--- src/rtl/fpmul_pkg.sv ---
// Shared types and derivation helpers for the streaming floating-point multiplier.
package fpmul_pkg;

  // Control states: collect A, collect B, iterate, normalise, present result
  typedef enum logic [2:0] {
    ST_GET_A = 3'd0,
    ST_GET_B = 3'd1,
    ST_MUL   = 3'd2,
    ST_NORM  = 3'd3,
    ST_OUT   = 3'd4
  } state_e;

  // Result status flags, packed as {nan, ovf, unf}
  typedef struct packed {
    logic nan;
    logic ovf;
    logic unf;
  } fp_flags_t;

  localparam int unsigned FLAGS_W = 3;

  // Total word width {sign, exp, man}
  function automatic int unsigned fp_word_w(input int unsigned exp_w, input int unsigned man_w);
    return 1 + exp_w + man_w;
  endfunction

  // Exponent bias
  function automatic int unsigned fp_bias(input int unsigned exp_w);
    return (2 ** (exp_w - 1)) - 1;
  endfunction

  // All-ones exponent code (inf / NaN)
  function automatic int unsigned fp_exp_max(input int unsigned exp_w);
    return (2 ** exp_w) - 1;
  endfunction

endpackage

--- src/rtl/fpmul_shift_add_core.sv ---
// Sequential unsigned shift-add multiplier: one partial product per cycle,
// N cycles after start, product is valid and done is held until the next start.
module fpmul_shift_add_core #(
  parameter int unsigned N = 24
) (
  input  logic           clk,
  input  logic           rst,
  input  logic           start,
  input  logic [N-1:0]   mcand,
  input  logic [N-1:0]   mplier,
  output logic [2*N-1:0] prod,
  output logic           done
);

  localparam int unsigned PW = 2 * N;
  localparam int unsigned CW = $clog2(N + 1);

  logic [PW-1:0] prod_q,   prod_d;
  logic [N-1:0]  mcand_q,  mcand_d;
  logic [N-1:0]  mplier_q, mplier_d;
  logic [CW-1:0] cnt_q,    cnt_d;
  logic          busy_q,   busy_d;
  logic          done_q,   done_d;
  logic [N:0]    sum_c;

  // Next-state: load on start, else add-and-shift-right while busy
  always_comb begin
    prod_d   = prod_q;
    mcand_d  = mcand_q;
    mplier_d = mplier_q;
    cnt_d    = cnt_q;
    busy_d   = busy_q;
    done_d   = done_q;
    sum_c    = {1'b0, prod_q[PW-1:N]} + (mplier_q[0] ? {1'b0, mcand_q} : (N+1)'(0));
    if (start) begin
      prod_d   = '0;
      mcand_d  = mcand;
      mplier_d = mplier;
      cnt_d    = '0;
      busy_d   = 1'b1;
      done_d   = 1'b0;
    end else if (busy_q) begin
      prod_d   = {sum_c, prod_q[N-1:1]};
      mplier_d = mplier_q >> 1;
      cnt_d    = cnt_q + CW'(1);
      if (cnt_q == CW'(N - 1)) begin
        busy_d = 1'b0;
        done_d = 1'b1;
      end
    end
  end

  // State registers with synchronous active-low clear
  always_ff @(posedge clk) begin
    if (!rst) begin
      prod_q   <= '0;
      mcand_q  <= '0;
      mplier_q <= '0;
      cnt_q    <= '0;
      busy_q   <= 1'b0;
      done_q   <= 1'b0;
    end else begin
      prod_q   <= prod_d;
      mcand_q  <= mcand_d;
      mplier_q <= mplier_d;
      cnt_q    <= cnt_d;
      busy_q   <= busy_d;
      done_q   <= done_d;
    end
  end

  assign prod = prod_q;
  assign done = done_q;

endmodule

--- src/rtl/fpmul_stream.sv ---
// Streaming floating-point multiplier: takes A then B over one handshaked bus,
// multiplies mantissas iteratively, normalises and presents the result.
// Optional macro FPMUL_ROUND_EN: round-to-nearest-even instead of truncation.
module fpmul_stream
  import fpmul_pkg::*;
#(
  parameter int unsigned EXP_W = 8,
  parameter int unsigned MAN_W = 23,
  localparam int unsigned W    = fp_word_w(EXP_W, MAN_W)
) (
  input  logic               clk,
  input  logic               rst,
  input  logic [W-1:0]       in_data,
  input  logic               in_ready,
  output logic               in_accept,
  output logic [W-1:0]       res_data,
  output logic [FLAGS_W-1:0] res_flags,
  output logic               res_ready,
  input  logic               res_accept
);

  localparam int unsigned N       = MAN_W + 1;
  localparam int unsigned PW      = 2 * N;
  localparam int unsigned EW2     = EXP_W + 2;
  localparam int unsigned BIAS    = fp_bias(EXP_W);
  localparam int unsigned EXP_MAX = fp_exp_max(EXP_W);
  localparam logic [W-1:0] QNAN   = {1'b0, {EXP_W{1'b1}}, 1'b1, {(MAN_W-1){1'b0}}};

  state_e          state_q,     state_d;
  logic [W-1:0]    a_q,         a_d;
  logic [W-1:0]    b_q,         b_d;
  logic [W-1:0]    res_data_q,  res_data_d;
  fp_flags_t       res_flags_q, res_flags_d;
  logic            res_ready_q, res_ready_d;
  logic            in_accept_q, in_accept_d;
  logic            core_start_c;
  logic            core_done;
  logic [PW-1:0]   prod;

  logic            sign_c;
  logic [EXP_W-1:0] exp_a_c, exp_b_c;
  logic            zero_a_c, zero_b_c, inf_a_c, inf_b_c, nan_a_c, nan_b_c;
  logic signed [EW2-1:0] e_sum_c, e_norm_c;
  logic [MAN_W-1:0] man_c;
  logic [W-1:0]    norm_data_c;
  fp_flags_t       norm_flags_c;
`ifdef FPMUL_ROUND_EN
  logic            guard_c, sticky_c;
  logic [MAN_W:0]  man_rnd_c;
`else
  logic            unused_prod_c;
  assign unused_prod_c = ^prod[MAN_W-1:0];
`endif

  // Mantissa multiplier; B mantissa is taken straight off the bus on its transfer edge
  fpmul_shift_add_core #(.N(N)) u_core (
    .clk    (clk),
    .rst    (rst),
    .start  (core_start_c),
    .mcand  ({1'b1, a_q[MAN_W-1:0]}),
    .mplier ({1'b1, in_data[MAN_W-1:0]}),
    .prod   (prod),
    .done   (core_done)
  );

  // Operand classification, exponent arithmetic, normalise/round and special-case selection
  always_comb begin
    sign_c       = a_q[W-1] ^ b_q[W-1];
    exp_a_c      = a_q[W-2 -: EXP_W];
    exp_b_c      = b_q[W-2 -: EXP_W];
    zero_a_c     = (exp_a_c == '0);
    zero_b_c     = (exp_b_c == '0);
    nan_a_c      = (&exp_a_c) && (|a_q[MAN_W-1:0]);
    nan_b_c      = (&exp_b_c) && (|b_q[MAN_W-1:0]);
    inf_a_c      = (&exp_a_c) && !(|a_q[MAN_W-1:0]);
    inf_b_c      = (&exp_b_c) && !(|b_q[MAN_W-1:0]);
    e_sum_c      = EW2'(exp_a_c) + EW2'(exp_b_c) - EW2'(BIAS);
    e_norm_c     = e_sum_c;
    man_c        = '0;
    norm_data_c  = '0;
    norm_flags_c = '0;
`ifdef FPMUL_ROUND_EN
    guard_c      = 1'b0;
    sticky_c     = 1'b0;
    man_rnd_c    = '0;
`endif
    if (prod[PW-1]) begin
      man_c    = prod[PW-2 -: MAN_W];
      e_norm_c = e_sum_c + EW2'(1);
`ifdef FPMUL_ROUND_EN
      guard_c  = prod[MAN_W];
      sticky_c = |prod[MAN_W-1:0];
`endif
    end else begin
      man_c    = prod[PW-3 -: MAN_W];
`ifdef FPMUL_ROUND_EN
      guard_c  = prod[MAN_W-1];
      sticky_c = |prod[MAN_W-2:0];
`endif
    end
`ifdef FPMUL_ROUND_EN
    // Nearest-even: round up above half, or at exactly half when LSB is odd
    if (guard_c && (sticky_c || man_c[0])) begin
      man_rnd_c = {1'b0, man_c} + (MAN_W+1)'(1);
      man_c     = man_rnd_c[MAN_W-1:0];
      if (man_rnd_c[MAN_W]) begin
        e_norm_c = e_norm_c + EW2'(1);
      end
    end
`endif
    if (nan_a_c || nan_b_c || (inf_a_c && zero_b_c) || (zero_a_c && inf_b_c)) begin
      norm_data_c      = QNAN;
      norm_flags_c.nan = 1'b1;
    end else if (inf_a_c || inf_b_c) begin
      norm_data_c = {sign_c, {EXP_W{1'b1}}, {MAN_W{1'b0}}};
    end else if (zero_a_c || zero_b_c) begin
      norm_data_c = {sign_c, {(W-1){1'b0}}};
    end else if (e_norm_c >= $signed(EW2'(EXP_MAX))) begin
      norm_data_c      = {sign_c, {EXP_W{1'b1}}, {MAN_W{1'b0}}};
      norm_flags_c.ovf = 1'b1;
    end else if (e_norm_c <= $signed(EW2'(0))) begin
      norm_data_c      = {sign_c, {(W-1){1'b0}}};
      norm_flags_c.unf = 1'b1;
    end else begin
      norm_data_c = {sign_c, e_norm_c[EXP_W-1:0], man_c};
    end
  end

  // FSM next-state, operand latching and registered output decode
  always_comb begin
    state_d      = state_q;
    a_d          = a_q;
    b_d          = b_q;
    res_data_d   = res_data_q;
    res_flags_d  = res_flags_q;
    core_start_c = 1'b0;
    unique case (state_q)
      ST_GET_A: begin
        if (in_ready) begin
          a_d     = in_data;
          state_d = ST_GET_B;
        end
      end
      ST_GET_B: begin
        if (in_ready) begin
          b_d          = in_data;
          core_start_c = 1'b1;
          state_d      = ST_MUL;
        end
      end
      ST_MUL: begin
        if (core_done) begin
          state_d = ST_NORM;
        end
      end
      ST_NORM: begin
        res_data_d  = norm_data_c;
        res_flags_d = norm_flags_c;
        state_d     = ST_OUT;
      end
      ST_OUT: begin
        if (res_accept) begin
          state_d = ST_GET_A;
        end
      end
      default: state_d = ST_GET_A;
    endcase
    in_accept_d = (state_d == ST_GET_A) || (state_d == ST_GET_B);
    res_ready_d = (state_d == ST_OUT);
  end

  // State and output registers with synchronous active-low clear
  always_ff @(posedge clk) begin
    if (!rst) begin
      state_q     <= ST_GET_A;
      a_q         <= '0;
      b_q         <= '0;
      res_data_q  <= '0;
      res_flags_q <= '0;
      res_ready_q <= 1'b0;
      in_accept_q <= 1'b1;
    end else begin
      state_q     <= state_d;
      a_q         <= a_d;
      b_q         <= b_d;
      res_data_q  <= res_data_d;
      res_flags_q <= res_flags_d;
      res_ready_q <= res_ready_d;
      in_accept_q <= in_accept_d;
    end
  end

  assign in_accept = in_accept_q;
  assign res_ready = res_ready_q;
  assign res_data  = res_data_q;
  assign res_flags = res_flags_q;

endmodule

--- config.mk ---
export PLATFORM = sky130hd
export DESIGN_NAME = fpmul_stream
export DESIGN_NICKNAME = d
export VERILOG_FILES = /design/src/rtl/fpmul_pkg.sv /design/src/rtl/fpmul_shift_add_core.sv /design/src/rtl/fpmul_stream.sv
export SDC_FILE = /design/constraint.sdc
export NUM_CORES = 1
export LEC_CHECK = 0
export BUFFER_PORTS_ARGS = -buffer_cell sky130_fd_sc_hd__buf_2
export CORE_MARGIN = 2
export CORE_UTILIZATION = 51
export DETAILED_ROUTE_END_ITERATION = 8
export PLACE_DENSITY = 0.72
export SYNTH_ARGS = -nofsm -noshare
export SYNTH_HDL_FRONTEND = slang
export SYNTH_HIERARCHICAL = 1
export SYNTH_SLANG_ARGS = --single-unit
--- constraint.sdc ---
create_clock -name clk -period 3.3 [get_ports clk]
set_input_delay 0 -clock clk [delete_from_list [all_inputs] [get_ports clk]]
set_output_delay 0 -clock clk [all_outputs]
set_load 0.05 [all_outputs]
# --- Word level (Yosys, flattened, before mapping) ---
# Cells that the tools add are included.
# Widths: inputs -> output; s select.
word_totals:
  regBits: 207
  inputBits: 36
  out_inout_bits: 37
  elab_cells: 85
op_classes:
  n_addsub: 5
  n_lt_le_gt_ge: 2
  eq_ne: 7
  n_mux: 27
  bitwise: 2
  n_reduce_logical: 27
op_table:
  columns: ["operator", "count"]
  rows:
  - ["$mux 31", 4]
  - ["$mux 24", 3]
  - ["$reduce_or 23->1", 2]
  - ["$mux 32", 1]
  - ["$add 24x25->25", 1]
  - ["$mux 23", 1]
  - ["$logic_not 8->1", 2]
  - ["$reduce_and 8->1", 2]
  - ["$pmux 3 s5", 1]
  - ["$mux 3", 4]
  - ["$add 10x2->10 const B", 1]
  - ["$ge 10x9->1 const B", 1]
  - ["$le 10x1->1 const B", 1]
  - ["$mux 10", 1]
  - ["$sub 9x7->10 const B", 1]
  - ["$add 8x8->9", 1]
  - ["$mux 1", 9]
  - ["$eq 3x1->1 const B", 2]
  - ["$eq 3x2->1 const B", 2]
  - ["$eq 3x3->1 const B", 2]
  - ["$logic_and 1x1->1", 6]
  - ["$logic_not 3->1", 2]
  - ["$logic_or 1x1->1", 6]
  - ["$mux 2", 3]
  - ["other kinds (8)", 11]

# --- Depth between registers and ports, before layout ---
depth:
  depth_word: 10
  ltp_mapped: 15
  mapped_depth_nobuf: 13

# --- Hierarchy ---
# The synthesis kept the hierarchy.
by_module_without_submodules:
  columns: ["mod", "instances", "cells_each", "area_each_um2", "seq_area_each_um2"]
  rows:
  - ["fpmul_shift_add_core", 1, 616, 5565.3, 2062.0]
  - ["fpmul_stream", 1, 607, 5158.7, 2082.0]

# --- Worst setup path before layout ---
# OpenSTA, ideal clock, no wires.
synth_path:
  path_kind: "register to register"
  from: "register a_q[24]"
  to: "register res_data_q[29], in the netlist res_data[29]"
  setup_time_ns: 0.092
  arrival_ns: 3.036
  setup_slack_ns: 0.172
  path_stages_with_launch: 12
  path_buffers: 0
  period_less_slack_ns: 3.128
  cell_sequence: "dfxtp_1 > ha_1 > ha_1 > fa_1 > a211oi_2 > o21ai_1 > a221oi_2 > and2_2 > nand2_1 > xor2_2 > nand4_2 > o32ai_1"
synth_between:
  elab_chain_cells: 10
  word_cells_on_any_way: 22
  cone_classes: "add/sub (3); order compare (2); mux (6); reduce/logical (11)"
synth_lines:
  columns: ["item", "line_no", "source"]
  rows:
  - ["from (decl)", "fpmul_stream.sv:30", "logic [W-1:0] a_q, a_d;"]
  - ["from (signal assigned)", "fpmul_stream.sv:176", "a_q <= '0;"]
  - ["from (signal assigned)", "fpmul_stream.sv:184", "a_q <= a_d;"]
  - ["$add 8x8->9", "fpmul_stream.sv:77", "e_sum_c = EW2'(exp_a_c) + EW2'(exp_b_c) - EW2'(BIAS);"]
  - ["$sub 9x7->10", "fpmul_stream.sv:77", null]
  - ["$add 10x2->10", "fpmul_stream.sv:89", "e_norm_c = e_sum_c + EW2'(1);"]
  - ["$mux 10", "fpmul_stream.sv:87", "if (prod[PW-1]) begin"]
  - ["$le 10x1->1", "fpmul_stream.sv:121", "end else if (e_norm_c <= $signed(EW2'(0))) begin"]
  - ["$mux 31", "fpmul_stream.sv:121", null]
  - ["$mux 31", "fpmul_stream.sv:118", "end else if (e_norm_c >= $signed(EW2'(EXP_MAX))) begin"]
  - ["$mux 31", "fpmul_stream.sv:116", "end else if (zero_a_c || zero_b_c) begin"]
  - ["$mux 31", "fpmul_stream.sv:114", "end else if (inf_a_c || inf_b_c) begin"]
  - ["$mux 32 *", "fpmul_stream.sv:111", "if (nan_a_c || nan_b_c || (inf_a_c && zero_b_c) || (zero_a_c && inf_b_c)) begin"]
  - ["to (signal assigned)", "fpmul_stream.sv:186", "res_data_q <= res_data_d;"]
  - ["to (decl)", "fpmul_stream.sv:32", "logic [W-1:0] res_data_q, res_data_d;"]
# Every way passes the cells marked *; elsewhere a longest branch is shown, timed or not.
# A chain may end at the register's enable or synchronous reset.

# --- Final worst setup path ---
layout_path:
  from: "register a_q[24]"
  to: "register res_data_q[0], in the netlist res_data[0]"
# The elaborated chain is that of the path after synthesis.

==> impl_metrics.csv <==
group,metric,value,unit
global_route,grt_max_degree,91,
logic_synthesis,synth_area,0.00993,mm2
setup_path,endpoint_kind,"register",
timing,relSlewSlack,0.291,
setup_path,path_max_fanout,22,
die,die_h,144,um
timing,finalClockSkew,0.0149,ns
setup_path,crit_buf_inv,1,
power,p_leak,4.57,nW
place,port_buffers,72,
finish,final_cell_mix,"207 x nand2_1, 182 x dfxtp_1, 85 x mux2i_1, 72 x buf_2, 66 x a21boi_0",
finish,syn2layout_area_growth,15.8,%
logic_synthesis,ys_warn_count,6,
die,die_w,144,um
timing,worst_slew_pin_slew,1.06,ns
power,p_int,3.68,mW
global_route,antenna_found_initial,0,
clocking,clk_path_buf_depth,2,
clocking,cts_root_buf,"clkbuf_16",
place,dp_hpwl,15900,um
clocking,cts_tree,"yes",
route,num_vias,8417,
die,boundaryPins,73,
route,post_drt_wl_per_cell,15.3,um
finish,antenna_cells,0,
route,initialDrtViolationCount,637,
finish,finalNetCount,1315,
power,ir_drop,0.000363,V
timing,fin_crit,3.18,ns
power,p_sw,1.43,mW
timing,fin_crit_sh,0.965,
timing,max_freq,314,MHz
setup_path,critPathKind,"reg -> reg",
setup_path,cp.required,3.66,ns
place,dpl_worst_slack,0.0237,ns
route,dr.pass1.iters,5,
die,initial_core_util,0.516,
setup_path,slowest_stage,"nor4b_4",
route,drt.antenna.violating_nets,0,
die,die-area,0.0206,mm2
route,finalWirelength,23200,um
power,total_power,5.11,mW
power,p_seq_frac,0.464,
clocking,clkLatencyLatePin,0.44,ns
clocking,cts_sinks,184,
route,avgViaCountPerCell,5.56,
global_route,grt_pass1_vias,7531,
clocking,htree_num_levels,4,
timing,finalHoldViolCount,0,
worst_hold_path,min_path_type,"in -> reg",
finish,drive_gt1_frac,0.159,
global_route,overflow,0,
clocking,cts-buffers-inserted,17,
global_route,grt_usage,0.225,
setup_path,start_kind,"register",
logic_synthesis,synth_area_per_cell,8.63,um2
die,rows,51,
power,netSwitchingFraction,0.280,
finish,instances_no_fill,1514,
power,powerDensity,444,mW/mm2
setup_path,arrival,3.54,ns
clocking,clkTransAtPathRegs,0.07,ns
power,power_frac_clock,0.399,
die,core,0.0193,mm2
logic_synthesis,synthCells,1151,
status,status,"finished clean",
finish,mostFrequentLayoutCell,"nand2_1",
setup_path,crit_family,"compound AO/OA/AOI/OAI gates",
timing,final_max_slew_viol_count,0,
global_route,grt_first_pass_wirelength,37700,um
timing,finalSetupViolations,0,
setup_path,worst_path_largest_cell_delay,0.41,ns
run,maxCapViolCount,0,
setup_path,path_cells,"ha_1 > ha_2 > fa_2 > a211oi_4 > nor2_2 > nor4b_4 > nand3_2 > a22o_1 > o211ai_2 > nand4b_4 > buf_12 > o21ai_0",
timing,layout_setup_ws,0.116,ns
finish,fillers,1704,
place,placedCellCount,1439,
place,finalWeightedCongestion,0.917,
route,route.detailed.drc,0,
power,p_comb_frac,0.137,
## repair_timing
action / 4_1_cts / 5_1_grt
endpoints found under the setup margin: 0 / 32
resized for setup: 0 / 10
hold buffers: 35 / 0
buffers inserted: 0 / 8
hold endpoints to repair: 94 / 0
## per-layer routing
metal | wire (um) | up-vias | GRT usage | part of all wire
li1 | - | 4229 | - | -
met1 | 11600 | 3935 | 0.330 | 0.50
met2 | 10400 | 225 | 0.342 | 0.45
met3 | 982 | 28 | 0.0377 | 0.042
met4 | 318 | 0 | 0.0599 | 0.014
met5 | 0 | - | 0 | 0
## path summary, 6_finish.rpt
check,start,cells after the start,endpoint,slack (ns)
worst max-delay path,a_q[24],12,res_data[0],0.12
worst min-delay path,in_data[27],4,a_q[27],0.38
worst max register to register,a_q[24],12,res_data[0],0.12
worst min register to register,res_data[12],2,res_data[12],0.45
## flip-flops by register name, indices dropped and copies added (netlist names)
name             count
a_q                 32
b_q                 32
res_data            32
u_core/prod         25
u_core/mcand_q      24
u_core/mplier_q     24
u_core/cnt_q         5
res_flags            3
state_q              3
in_accept            1
res_ready            1
u_core/busy_q        1
u_core/done          1
## power by group through the flow
stage | logic [mW] | clock network [mW] | registers (mW)
floorplan | 0.461 | 0 | 2.42
global placement | 0.639 | 0 | 2.42
detailed placement | 0.643 | 0 | 2.42
CTS | 0.680 | 2.07 | 2.37
global route | 0.773 | 2.17 | 2.38
finish | 0.702 | 2.04 | 2.37
## through the flow
| step | hold WS [ns] | util | setup TNS (ns) | area (um2) |
|---|---|---|---|---|
| after floorplan | 0.145 | - | 0 | 9940 |
| after detailed placement | 0.274 | 0.543 | 0 | 10500 |
| final | 0.382 | 0.597 | 0 | 11500 |
| after CTS | 0.373 | 0.592 | 0 | 11400 |
| after global routing | 0.386 | 0.597 | -0.0261 | 11500 |
| after global placement | 0.266 | 0.543 | 0 | 10500 |
## cell type report
class / count / area [um2] / share of cell area
inverter: 17 / 65.1 / 0.00565
multi-input combinational: 879 / 5890 / 0.512
sequential: 184 / 3690 / 0.320
clock inverter: 14 / 148 / 0.0128
clock buffer: 18 / 439 / 0.0382
timing repair buffer: 137 / 948 / 0.0824
tap: 265 / 332 / 0.0288
## worst min-delay path: cells and delay by family
family | cells | cell delay, ns
AND/OR/NAND/NOR | 1 | 0.05
AO/OA/AOI/OAI | 1 | 0.06
buffers and inverters | 2 | 0.66
Note: power is estimated with default switching activity, not from simulation.
